File: src/rtl/pacman_life_controller.sv
// Purpose : owns Pac-Man's spare-life count and the READY / PLAY / DYING / GAME_OVER sequence.
// Latency : every output is registered and reflects inputs sampled on the previous Clk edge.
// Backpres: none; event inputs are levels or pulses that are acted on or ignored by state.
//
// Ports
//   Clk, Reset        system clock, synchronous active-high reset
//   frame_clk         vertical-sync-rate level, synchronous to Clk; its rising edge is one frame
//   start_game        level: begin a new game from IDLE or GAME_OVER
//   collision         level: lethal Pac-Man/ghost overlap, honoured in PLAY only
//   level_clear       level: all dots eaten, honoured in PLAY only
//   award_life        one-cycle pulse: extra life, honoured in READY and PLAY only
//   lives             spare lives 0..2, drives the life-icon renderer
//   freeze            1 = sprites must not move
//   dying             1 while the death animation plays
//   death_frame       death-animation sprite index (0 outside DYING)
//   respawn           one-cycle pulse on entry to READY from PLAY, DYING or GAME_OVER
//   game_over         1 while in GAME_OVER
module pacman_life_controller #(
  parameter int START_SPARES    = 2,
  parameter int READY_FRAMES    = 120,
  parameter int DEATH_FRAMES    = 90,
  parameter int DEATH_ANIM_STEP = 8
) (
  input  logic       Clk,
  input  logic       Reset,
  input  logic       frame_clk,
  input  logic       start_game,
  input  logic       collision,
  input  logic       level_clear,
  input  logic       award_life,
  output logic [1:0] lives,
  output logic       freeze,
  output logic       dying,
  output logic [3:0] death_frame,
  output logic       respawn,
  output logic       game_over
);

  typedef enum logic [2:0] {
    ST_IDLE      = 3'd0,
    ST_READY     = 3'd1,
    ST_PLAY      = 3'd2,
    ST_DYING     = 3'd3,
    ST_GAME_OVER = 3'd4
  } state_e;

  localparam logic [1:0] START_LIVES = 2'(START_SPARES);
  localparam logic [1:0] MAX_LIVES   = 2'd2;
  localparam logic [7:0] READY_LAST  = 8'(READY_FRAMES - 1);
  localparam logic [7:0] DEATH_LAST  = 8'(DEATH_FRAMES - 1);
  localparam logic [7:0] ANIM_STEP   = 8'(DEATH_ANIM_STEP);

  // ---------------------------------------------------------------
  // State
  // ---------------------------------------------------------------
  state_e     state_q, state_d;
  logic [7:0] fcnt_q, fcnt_d;
  logic [1:0] lives_q, lives_d;
  logic       fsync1_q, fsync2_q;
  logic       freeze_q, freeze_d;
  logic       dying_q, dying_d;
  logic [3:0] death_frame_q, death_frame_d;
  logic       respawn_q, respawn_d;
  logic       game_over_q, game_over_d;

  logic       tick;
  logic [1:0] lives_inc;
  logic [7:0] anim_quot;

  // One Clk cycle per rising edge of the frame signal.
  assign tick = fsync1_q & ~fsync2_q;

  // An extra life never pushes the icon count past what the renderer shows.
  assign lives_inc = (lives_q >= MAX_LIVES) ? MAX_LIVES : lives_q + 2'd1;

  // ---------------------------------------------------------------
  // Process 1: state and output registers
  // ---------------------------------------------------------------
  always_ff @(posedge Clk) begin
    if (Reset) begin
      state_q       <= ST_IDLE;
      fcnt_q        <= 8'd0;
      lives_q       <= START_LIVES;
      fsync1_q      <= 1'b0;
      fsync2_q      <= 1'b0;
      freeze_q      <= 1'b1;
      dying_q       <= 1'b0;
      death_frame_q <= 4'd0;
      respawn_q     <= 1'b0;
      game_over_q   <= 1'b0;
    end else begin
      state_q       <= state_d;
      fcnt_q        <= fcnt_d;
      lives_q       <= lives_d;
      fsync1_q      <= frame_clk;
      fsync2_q      <= fsync1_q;
      freeze_q      <= freeze_d;
      dying_q       <= dying_d;
      death_frame_q <= death_frame_d;
      respawn_q     <= respawn_d;
      game_over_q   <= game_over_d;
    end
  end

  // ---------------------------------------------------------------
  // Process 2: next state, with the life-count and respawn actions
  // that belong to each transition
  // ---------------------------------------------------------------
  always_comb begin
    state_d   = state_q;
    lives_d   = lives_q;
    respawn_d = 1'b0;

    case (state_q)
      ST_IDLE: begin
        // No respawn here: positions are already at their start values.
        if (start_game) begin
          state_d = ST_READY;
          lives_d = START_LIVES;
        end
      end

      ST_READY: begin
        if (award_life) begin
          lives_d = lives_inc;
        end
        if (tick && (fcnt_q == READY_LAST)) begin
          state_d = ST_PLAY;
        end
      end

      ST_PLAY: begin
        // An award coinciding with a collision still lands, so the
        // decrement at the end of DYING sees the incremented count.
        if (award_life) begin
          lives_d = lives_inc;
        end
        if (collision) begin
          state_d = ST_DYING;
        end else if (level_clear) begin
          state_d   = ST_READY;
          respawn_d = 1'b1;
        end
      end

      ST_DYING: begin
        if (tick && (fcnt_q == DEATH_LAST)) begin
          if (lives_q == 2'd0) begin
            state_d = ST_GAME_OVER;
          end else begin
            state_d   = ST_READY;
            lives_d   = lives_q - 2'd1;
            respawn_d = 1'b1;
          end
        end
      end

      ST_GAME_OVER: begin
        if (start_game) begin
          state_d   = ST_READY;
          lives_d   = START_LIVES;
          respawn_d = 1'b1;
        end
      end

      default: begin
        state_d = ST_IDLE;
      end
    endcase
  end

  // Frame counter restarts on every state entry so each timed state
  // counts its own frames from zero.
  always_comb begin
    fcnt_d = fcnt_q;
    if (state_d != state_q) begin
      fcnt_d = 8'd0;
    end else if (tick) begin
      fcnt_d = fcnt_q + 8'd1;
    end
  end

  // ---------------------------------------------------------------
  // Process 3: outputs, decoded from the next state so the registered
  // outputs line up with the state they describe
  // ---------------------------------------------------------------
  assign anim_quot = fcnt_d / ANIM_STEP;

  always_comb begin
    freeze_d      = 1'b1;
    dying_d       = 1'b0;
    death_frame_d = 4'd0;
    game_over_d   = 1'b0;

    case (state_d)
      ST_PLAY: begin
        freeze_d = 1'b0;
      end
      ST_DYING: begin
        dying_d       = 1'b1;
        death_frame_d = (anim_quot > 8'd15) ? 4'd15 : anim_quot[3:0];
      end
      ST_GAME_OVER: begin
        game_over_d = 1'b1;
      end
      default: begin
        freeze_d = 1'b1;
      end
    endcase
  end

  assign lives       = lives_q;
  assign freeze      = freeze_q;
  assign dying       = dying_q;
  assign death_frame = death_frame_q;
  assign respawn     = respawn_q;
  assign game_over   = game_over_q;

endmodule

File: config.mk
export PLATFORM = sky130hd
export DESIGN_NAME = pacman_life_controller
export DESIGN_NICKNAME = d
export VERILOG_FILES = /design/src/rtl/pacman_life_controller.sv
export SDC_FILE = /design/constraint.sdc
export NUM_CORES = 1
export LEC_CHECK = 0
export BUFFER_PORTS_ARGS = -buffer_cell sky130_fd_sc_hd__buf_2
export CAP_MARGIN = 20
export CORE_MARGIN = 2
export CORE_UTILIZATION = 31
export DETAILED_ROUTE_END_ITERATION = 8
export PLACE_DENSITY = 0.59
export SETUP_SLACK_MARGIN = 0.3
export SLEW_MARGIN = 20
export SYNTH_ARGS = -nofsm -noshare
export SYNTH_HDL_FRONTEND = slang
export SYNTH_SLANG_ARGS = --single-unit
export TNS_END_PERCENT = 20
File: constraint.sdc
create_clock -name Clk -period 1.7 [get_ports Clk]
set_input_delay 0.255 -clock Clk [delete_from_list [all_inputs] [get_ports Clk]]
set_output_delay 0.255 -clock Clk [all_outputs]
set_load 0.03 [all_outputs]
# Word level (Yosys, flattened, before mapping)
# Index checks and enable logic that the tools add are counted.
dict set report totals {
  reg_bits 23
  input_bits 7
  word_cells 68
}
dict set report classes {
  add_sub_neg 3
  magnitude_cmp 2
  n_eq_ne 14
  n_mux 25
  bitwise 3
  n_reduce_logical 10
}
# operator count
set ops {}
lappend ops {{3-bit 2-to-1 mux} 6}
lappend ops {{8-bit by 7-bit == test with 1-bit output, second input constant} 2}
lappend ops {{8-bit 2-to-1 mux} 2}
lappend ops {{3-bit by 2-bit == test with 1-bit output, second input constant} 4}
lappend ops {{3-bit one-hot mux with 4 select lines} 1}
lappend ops {{2-bit 2-to-1 mux} 5}
lappend ops {{8-bit by 1-bit adder with 8-bit output, second input constant} 1}
lappend ops {{1-bit 2-to-1 mux} 8}
lappend ops {{2-bit OR reduction} 4}
lappend ops {{3-bit == test, second input constant} 2}
lappend ops {{2-bit one-hot mux with 3 select lines} 1}
lappend ops {{5-bit by 4-bit greater-than comparator with 1-bit output, second input constant} 1}
lappend ops {{5-bit AND reduction} 1}
lappend ops {{4-bit 2-to-1 mux} 1}
lappend ops {{2-bit by 1-bit inequality test with 1-bit output, second input constant} 2}
lappend ops {{2-bit inequality test, second input constant} 2}
lappend ops {{3-bit by 1-bit == test with 1-bit output, second input constant} 1}
lappend ops {{3-bit logical NOT} 1}
lappend ops {{3-bit inequality test} 1}
lappend ops {{1-bit one-hot mux with 3 select lines} 1}
lappend ops {{3-bit nonzero test} 1}
lappend ops {{2-bit by 1-bit adder with 2-bit output, second input constant} 1}
lappend ops {{2-bit >= comparator, second input constant} 1}
lappend ops {{1-bit logical AND} 2}
lappend ops {{4 further kinds} 5}

# Longest topological paths before layout
# Gate-level depths: netlist (run 1).
dict set report depth {
  word_depth 9
  mapped_depth 7
}

# Worst setup path after synthesis (run 1)
# No wires, ideal clock.
dict set report synth_path {
  path_kind {register to register}
  start {reg lives_q[0] (netlist: lives[0])}
  end {reg fcnt_q[0]}
  arrival_time_ps 1499
  slack_ps 109
  path_stages_with_launch 7
  path_buffers 0
  synth_period_minus_slack_ps 1591
  cell_sequence {dfxtp_1 -> inv_1 -> ha_1 -> and4_1 -> o21ai_2 -> a21oi_2 -> nor4_1}
}
dict set report synth_between {
  elab_chain_len 6
}
# item line
set synth_rtl {}
lappend synth_rtl {{start: declaration} 58} ;# logic [1:0] lives_q, lives_d;
lappend synth_rtl {{start signal: assignment} 94} ;# lives_q <= lives_d;
lappend synth_rtl {{2-bit logical NOT} 148} ;# if (lives_q == 2'd0) begin
lappend synth_rtl {{3-bit 2-to-1 mux} 148}
lappend synth_rtl {{3-bit 2-to-1 mux} 147} ;# if (tick && (fcnt_q == DEATH_LAST)) begin
lappend synth_rtl {{3-bit one-hot mux with 4 select lines} 114} ;# case (state_q)
lappend synth_rtl {{3-bit inequality test} 176} ;# if (state_d != state_q) begin
lappend synth_rtl {{2-bit OR reduction (no line)} n/a}
lappend synth_rtl {{end signal: assignment} 93} ;# fcnt_q <= fcnt_d;
lappend synth_rtl {{end: declaration} 57} ;# logic [7:0] fcnt_q, fcnt_d;
# No other way between the ends.
# A chain may end at the register's enable or synchronous reset.

# Worst setup path after layout (run 1)
dict set report layout_path {
  start {reg fcnt_q[3]}
  end {reg fcnt_q[1]}
}
dict set report layout_between {
  elab_chain_len 6
  elab_cells_between_ends 9
  classes_between {3 x eq/ne; 3 x mux; 3 x reduce/logical}
}
# item line
set layout_rtl {}
lappend layout_rtl {{8-bit by 7-bit == test with 1-bit output, on equally long branches} {147, 127}}
lappend layout_rtl {{1-bit logical AND, on equally long branches} {147, 127}}
lappend layout_rtl {{3-bit 2-to-1 mux, on equally long branches} {147, 127}}
lappend layout_rtl {{3-bit one-hot mux with 4 select lines (*)} 114}
lappend layout_rtl {{3-bit inequality test (*)} 176}
lappend layout_rtl {{2-bit OR reduction (no line) (*)} n/a}
# Every way passes the cells marked *; elsewhere a longest branch is shown, timed or not.

==> metrics, run 1 <==
status finished clean; critical path cell sequence and3b_1 > nand3_2 > a211oi_4 > buf_12 > nor4_2; RSZ-0062 raised after global routing yes; Syn Nets 148; CTS Buf Count 3; sequential fraction of the synthesis area 36.87%; dpl ws 0.07919 ns; Synth async-reset ratio 0%; HP Start frame_clk; CP bufs+invs 1; # IOs 17; fin crit period 1.583 ns; most frequent cell after synthesis dfxtp_1; Slew headroom 65.04%; post-synthesis register bit count 23; Max Slew Vio Count 0; Routed Wire Length 2.749 mm; worst hold margin 0.2042 ns; nets@finish 176; pin count of the biggest net entering global routing 20; CTS tree done; critical path's top delay family flip-flops; R2R depth 5; Final Cycle Share 93.11%; Mapped Cells 137; diodes inserted 0; hold path cells 2; initial core utilization 31.67%; post-DP HPWL about 1.9 mm; CTS H-tree lvls 1; Residual DRC 0; post-place instance area 1403 sq um; core box area 3943 sq um; FP Rows 23; Most used DFF post-synth dfxtp_1; Power Density 608.3 nW/um^2; peak supply drop around 0.32 mV; DIE WIDTH around 67 microns; Synth Area per Inst 9.115 sq um; ranking of synthesized cells by instance count 23 x dfxtp_1, 13 x nor2_1, 9 x nor4_1, 8 x nand2_1, 8 x nor2b_1; Clock transition at path regs about 0.08 ns; CP arrival 1.71 ns; Area contributors post-synth dfxtp_1 37%, nor4_1 4.5%, xnor2_1 4.2%; GR Overflow Total 0; fraction of layout cells with a size suffix above 1 about two fifths; global router's overall resource usage 13.51%; total leakage power 0.5754 nW; Post-CTS Hold Fix Bufs 0; Die ar. 4552 sq um; Reg2Reg Capture Point fcnt_q[1]; final clock skew 0.003146 ns; vias per std cell about 5.0; vias in the first global route 1,028; Synthesis Warnings 0; final instance area 1652 sq um; Critical Path Max Stage Delay 0.50 ns; Netlist Area Pre-Place around 1200 sq um; worst slew pin tran 0.5244 ns; final core occ 41.89%; area of the multi-input gates 844.6 sq um; fill count 382; r2r setup slk roughly 0.12 ns; crit path max fanout 8; Max Root-Sink Buffers 2; hold endpoint fsync1_q; worst skew pair latency 0.26 ns; final setup margin 0.1172 ns; # setup viols final 0; slowest CP cell dfxtp_1; Critical Setup Path Class flop to flop; DR vias 1,060; ANT nets after route 0; Max-cap violations 0; setup tns final 0 ns; biggest area consumer among synthesized cells dfxtp_1; Initial DRT Pass Iterations 4; DR WL/cell 12.85 microns; gp weighted congestion between 0.8 and 0.9; clk sink count 23; Post-synth EDFFs 0; die height 67.47 microns; Port Buffers 16; area grow syn2layout 32.26%; CTS root buf clkbuf_8; initial antenna violation count 0; fmax 631.8 MHz; top-area cell type share of the netlist area 36.87%; first-pass GRT wire length 4.678 mm; worst reg2reg startpoint fcnt_q[3]; endpoint type of the worst setup path flop; FF+latch area 473.0 sq um; endpoints failing hold 0; hold crit path type input port to flop; library cells used by synthesis 43; CP required 1.83 ns; 1st-iter DRT viols 37; Startpoint Class flop
report_power, final:
part / internal (mW) / switching, mW / leakage (nW)
registers: 0.543 / 0.00974 / 0.189
clock network: 0.163 / 0.176 / 0.0255
logic: 0.0501 / 0.0630 / 0.361
total: 0.756 / 0.249 / 0.575
metrics by stage:
stage,power (mW),instances
after global routing,1.050,214
after CTS,1.009,214
after floorplan,0.6259,137
final,1.005,214
after global placement,0.6389,203
after detailed placement,0.6421,203
cell type report:
type / count / area share, %
clock buffer: 3 / 2.500
clock inverter: 1 / 0.3030
inverter: 6 / 1.364
multi-input combinational: 102 / 51.14
sequential: 23 / 28.64
tap: 50 / 3.788
timing repair buffer: 29 / 12.27
placed cells by master (no fill, tap or decap), drive strengths merged, types with 6 or more instances in the layout:
cell type   n
inv         6
nand3       6
o21ai       6
buf        29
a21oi       6
xnor2       6
nand2       8
nor2b       8
nor2       13
nor4        9
dfxtp      23
state kept, by name, summed over array words and instances (netlist names):
| register | count |
|---|---|
| respawn | 1 |
| death_frame | 4 |
| state_q | 3 |
| fcnt_q | 8 |
| lives | 2 |
| dying | 1 |
| game_over | 1 |
| fsync1_q | 1 |
| freeze | 1 |
| fsync2_q | 1 |
cell families after synthesis:
logic type / synth area share (%)
adders and majority gates: 4.008
muxes: 1.603
buffers and inverters: 6.713
and+or+nand+nor: 29.66
xor gates and xnor gates: 7.014
DFF: 36.87
AOI/OAI and AO/OA: 14.13
per-layer routing:
metal  share of wire [%]  vias to the layer above  global-route usage, %  wire, microns
li1                    -                      539                      -              -
met1                  46                      510                  17.09           1266
met2                  51                        9                  23.28           1399
met3                 2.2                        2                  2.000             61
met4                0.76                        0                  4.592             21
met5                   0                        -                      0              0
worst max path at each step:
stage | slack, ns | to | cells after the start | from
after floorplan | 0.22 | fcnt_q[2] | 7 | fcnt_q[1]
after global placement | 0.12 | fcnt_q[2] | 7 | fcnt_q[1]
after detailed placement | 0.08 | fcnt_q[6] | 7 | fcnt_q[1]
after CTS | 0.11 | fcnt_q[6] | 8 | fcnt_q[1]
after global routing | 0.04 | fcnt_q[2] | 8 | fcnt_q[1]
final | 0.12 | fcnt_q[1] | 5 | fcnt_q[3]
timing repair:
item	in CTS	in global routing
setup buffers	7	0
cloned	0	0
resized for setup	15	6
pin swaps	9	3
endpoints found under the setup margin	20	21
No activity file was read; power rests on OpenSTA's default activity.
==> run 2, diff against run 1 <==
--- a/config.mk
+++ b/config.mk
@@ -8,9 +8,9 @@
 export BUFFER_PORTS_ARGS = -buffer_cell sky130_fd_sc_hd__buf_2
 export CAP_MARGIN = 20
 export CORE_MARGIN = 2
-export CORE_UTILIZATION = 31
+export CORE_UTILIZATION = 55
 export DETAILED_ROUTE_END_ITERATION = 8
-export PLACE_DENSITY = 0.59
+export PLACE_DENSITY = 0.88
 export SETUP_SLACK_MARGIN = 0.3
 export SLEW_MARGIN = 20
 export SYNTH_ARGS = -nofsm -noshare
==> run 2 against run 1 <==
  * Maximum frequency is 2.7% lower
  * Flip-flop and latch count stayed put
  * Cell count is 13% lower
  * Design area is 7.3% lower
  * Non-clock buffer count is 6 lower
  * Routed wire length is 5.3% higher
  * Global-route usage is 10 points higher
  * Clock-buffer cell count stayed put
  * Sequential power hardly changed
  * Die area is 41% lower
  * Critical path type unchanged
  * Largest power group unchanged
==> metrics, run 2 (synthesis results as in run 1) <==
status finished clean; FP Rows 17; Critical Path Max Stage Delay 0.39 ns; global router's overall resource usage 23.96%; fmax 614.9 MHz; Power Density 602.1 nW/um^2; Critical Setup Path Class flop to flop; critical path cell sequence inv_2 > ha_4 > and3b_1 > and4_1 > o21ai_2 > a21oi_4 > buf_12 > nor4_4; final instance area 1531 sq um; r2r setup slk 0.07 ns; final clock skew 0.002508 ns; Max Slew Vio Count 0; post-place instance area 1360 sq um; Post-CTS Hold Fix Bufs 0; Max-cap violations 0; diodes inserted 0; peak supply drop 0.3843 mV; CTS tree done; endpoint type of the worst setup path flop; R2R depth 8; critical path's top delay family simple AND/OR/NAND/NOR gates; Routed Wire Length 2.895 mm; Startpoint Class flop; crit path max fanout 8; Port Buffers 16; initial core utilization a little under three fifths; met1 Usage GRT 26.91%; die height between 50 and 60 microns; most common cell after layout, fill and taps aside dfxtp_1; # setup viols final 0; # IOs 17; CTS H-tree lvls 1; Max Root-Sink Buffers 2; vias per std cell 6.032; DR WL/cell about 16 microns; Die ar. 2668 sq um; WP depth 8; DR vias 1,122; post-DP HPWL 1.758 mm; first-pass GRT wire length 4.761 mm; initial antenna violation count 0; DIE WIDTH 51.65 microns; CP required slightly below 2 ns; RSZ-0062 raised after global routing yes; worst slew pin tran 0.4636 ns; pin count of the biggest net entering global routing 20; CTS root buf clkbuf_4; Clock transition at path regs roughly 0.13 ns; fin crit period 1.626 ns; fraction of layout cells with a size suffix above 1 35.44%; CTS Buf Count 3; worst skew pair latency 0.32 ns; clk sink count 23; most frequent cells in the layout 18 x dfxtp_1, 16 x buf_2, 13 x nor2_1; final core occ between 70% and 80%; hold path cells 2; Residual DRC 0; area grow syn2layout 22.65%; dpl ws 0.04757 ns; CP bufs+invs 2; ANT nets after route 0; nets@finish 170; setup tns final 0 ns; CP arrival 1.87 ns; hold crit path type input port to flop; core box area 2170 sq um; 1st-iter DRT viols 40; Initial DRT Pass Iterations 4; vias in the first global route around 1,100; Largest Register fcnt_q; max reg flops 8; GRT met2 Usage 43.80%; GR Overflow Total 0; most used routing layer met2; Slew headroom 69.09%; gp weighted congestion about 0.9; M3 GR Usage 4.598%; final setup margin 0.07380 ns; Final Cycle Share 95.66%; slowest CP cell dfxtp_4; total leakage power 0.5365 nW; endpoints failing hold 0
## run 2: cell types whose count changed in the layout (fill, tap and decap cells not counted), sizes merged
cell / change
buf: -6
## run 2: where the power goes
group	internal, mW	total (mW)	switching, mW
registers	0.543	0.550	0.00728
logic	0.0472	0.110	0.0633
clock network	0.0881	0.262	0.174
## run 2: what timing repair did
item                                    CTS  global route
endpoints found under the setup margin   20            21
gates resized for setup                   9             9
pin swaps                                 9             3
setup buffers                             1             2
## run 2: worst paths after layout
path             start        end
max reg2reg  fcnt_q[1]  fcnt_q[5]
max          fcnt_q[1]  fcnt_q[5]
min          frame_clk   fsync1_q
min reg2reg   lives[0]   lives[0]
## run 2: cell type report
class | instances | area, sq um
fillers | 156 | 638.1
multi-input cells | 102 | 814.5
inverters | 6 | 22.52
well taps | 28 | 35.03
repair buffers | 23 | 157.7
clock inverters | 1 | 5.005
clock buffers | 3 | 22.52
flip-flops and latches | 23 | 474.2
## run 2: through the flow
| step | std cells | hold WS, ns | total power [mW] |
|---|---|---|---|
| final | 186 | 0.1365 | 0.9221 |
| after global routing | 186 | 0.1452 | 0.9546 |
| after CTS | 184 | 0.1404 | 0.8923 |
| after detailed placement | 179 | 0.4509 | 0.6425 |
| after global placement | 179 | 0.4604 | 0.6394 |
| after floorplan | 137 | 0.3832 | 0.6259 |
## run 2: routing by layer
| metal | routed length [microns] | share of wire, % |
|---|---|---|
| met1 | 1138 | 39 |
| met2 | 1481 | 51 |
| met3 | 180 | 6.2 |
| met4 | 94 | 3.2 |
| met5 | 0 | 0 |
==> run 3, diff against run 2 <==
--- a/config.mk
+++ b/config.mk
@@ -5,6 +5,7 @@
 export SDC_FILE = /design/constraint.sdc
 export NUM_CORES = 1
 export LEC_CHECK = 0
+export ABC_AREA = 1
 export BUFFER_PORTS_ARGS = -buffer_cell sky130_fd_sc_hd__buf_2
 export CAP_MARGIN = 20
 export CORE_MARGIN = 2
==> run 3 against run 2 <==
  * Total power up 2.0%
  * Hold slack better by 0.0013 ns
  * Sequential share of layout area up 1.4 points
  * Highest routed layer unchanged
  * Critical endpoint is now fcnt_q[2]
  * Critical path depth up 4
  * Largest cell class unchanged
  * Clock-buffer cell count unchanged
==> metrics, run 3 <==
Startpoint Class flop; die height 51.48 microns; Slew headroom 79.36%; R2R depth 12; gp weighted congestion 0.8292; Synthesis Warnings 0; most common cell after layout, fill and taps aside inv_1; ranking of synthesized cells by instance count 26 x inv_1, 24 x nor2_1, 23 x dfxtp_1, 18 x nand2_1, 12 x nor2_2; max reg flops 8; final instance area ~1500 sq um; CTS H-tree lvls 1; fraction of layout cells with a size suffix above 1 between 40% and 50%; CP required 1.96 ns; Netlist Area Pre-Place between 1000 and 1500 sq um; hold path cells 3; clk sink count 23; CTS root buf clkbuf_4; fin crit period roughly 1.6 ns; vias in the first global route approximately 1,000; RSZ-0062 raised after global routing yes; core box area between 2000 and 2500 sq um; Synth async-reset ratio 0%; Max Root-Sink Buffers 2; worst skew pair latency 0.31 ns; Area contributors post-synth dfxtp_1 37%, inv_1 7.9%, nor2_1 7.3%; pin count of the biggest net entering global routing 14; Initial DRT Pass Iterations 4; Max Slew Vio Count 0; peak supply drop 0.4582 mV; DR vias 1,001; biggest area consumer among synthesized cells dfxtp_1; CTS Buf Count 3; first-pass GRT wire length 4.043 mm; Routed Wire Length around 2.2 mm; met3 wire len 51 microns; met2 wire len 1.266 mm; DIE WIDTH 51.48 microns; total leakage power 0.6229 nW; fmax 634.9 MHz; Port Buffers 16; # IOs 17; Critical Setup Path Class flop to flop; crit path max fanout 8; Most used DFF post-synth dfxtp_1; setup tns final 0 ns; post-DP HPWL 1.807 mm; Mapped Cells 156; vias per std cell 4.907; library cells used by synthesis 28; GR Overflow Total 0; Final Cycle Share 92.65%; CP arrival 1.83 ns; Post-CTS Hold Fix Bufs 0; FP Rows 17; Die ar. 2650 sq um; # setup viols final 0; Critical Path Max Stage Delay ~0.37 ns; worst slew pin tran 0.3073 ns; diodes inserted 0; 1st-iter DRT viols 9; Largest Register fcnt_q; most frequent cell after synthesis inv_1; Syn Nets 167; top-area cell type share of the netlist area 37.13%; area grow syn2layout 19.27%; Power Density 636.2 nW/um^2; most frequent cells in the layout 23 x inv_1, 21 x nor2_1, 16 x nand2_1, 16 x dfxtp_1, 16 x buf_2; CP dominant cell by count nand2_4; initial core utilization between 50% and 60%; Clock transition at path regs 0.12 ns; Residual DRC 0; met1 WL 892 microns; nets@finish 188; sequential fraction of the synthesis area 37.13%; endpoints failing hold 0; ANT nets after route 0; CTS tree done; post-place instance area around 1400 sq um; Post-synth EDFFs 0; global router's overall resource usage roughly a fifth; final clock skew 0.002726 ns; DR WL/cell 11.02 microns; post-synthesis register bit count 23; Max Used Layer met4; critical path cell sequence inv_2 > ha_4 > nand2_2 > nor2_4 > nand2_2 > nand2_4 > nand2_4 > nor2_8 > nand2_4 > nand2_4 > nand3_4 > nor2_2; hold crit path type input port to flop; Synth Area per Inst just under 8 sq um; Max-cap violations 0; endpoint type of the worst setup path flop; status finished clean; slowest CP cell dfxtp_2; initial antenna violation count 0
run 3: path summary, 6_finish.rpt:
| check | start | to | slack, ns |
|---|---|---|---|
| setup reg to reg | fcnt_q[1] | fcnt_q[2] | 0.12 |
| hold reg to reg | fsync1_q | fsync2_q | 0.49 |
| hold / removal | frame_clk | fsync1_q | 0.14 |
| setup / recovery | fcnt_q[1] | fcnt_q[2] | 0.12 |
run 3: cell families after synthesis:
logic type | count (synthesis) | synth area share [%]
adder cells (fa/ha/maj) | 4 | 4.036
AND/OR/NAND/NOR | 82 | 39.15
flip-flops | 23 | 37.13
buffers and inverters | 28 | 8.476
AO/OA/AOI/OAI | 13 | 6.963
XOR/XNOR | 6 | 4.238
run 3: critical path: cells and delay by family, from the launching register on:
family | cells | cell delay [ns]
AND/OR/NAND/NOR | 10 | 0.97
buffers and inverters | 1 | 0.07
flip-flops | 1 | 0.37
adder cells (fa/ha/maj) | 1 | 0.11
run 3: area by class of cell:
type / count / area (sq um)
multi-input cells: 105 / 752.0
fillers: 184 / 690.7
flip-flops and latches: 23 / 479.2
inverters: 28 / 105.1
repair buffers: 16 / 80.08
well taps: 28 / 35.03
clock buffers: 3 / 22.52
clock inverters: 1 / 5.005
run 3: timing repair:
| action | 4_1_cts | 5_1_grt |
|---|---|---|
| endpoints found under the setup margin | 14 | 15 |
| pin swaps | 0 | 1 |
| buffers inserted | 0 | 0 |
| resized for setup | 3 | 7 |
run 3: through the flow:
step                hold slack, ns  setup WS (ns)  util, %  std cells  power (mW)
floorplan                   0.3244         0.2874        -        156      0.6777
global placement            0.4588         0.1380    65.46        200      0.7017
detailed placement          0.4641        0.07174    65.46        200      0.7078
CTS                         0.1234         0.1120    67.24        204      0.9564
global route                0.1558       -0.01035    68.17        204      0.9868
finish                      0.1378         0.1249    68.17        204      0.9409
run 3: metal layers:
metal	track usage [%]	up-vias
li1	-	520
met1	21.52	463
met2	38.68	14
met3	3.509	4
met4	9.649	0
met5	0	-
run 3: where the power goes:
group	internal, mW	leakage (nW)	switching (mW)	total [mW]
combinational	0.0492	0.415	0.0881	0.137
clock	0.0878	0.0177	0.159	0.247
sequential	0.546	0.190	0.0103	0.557
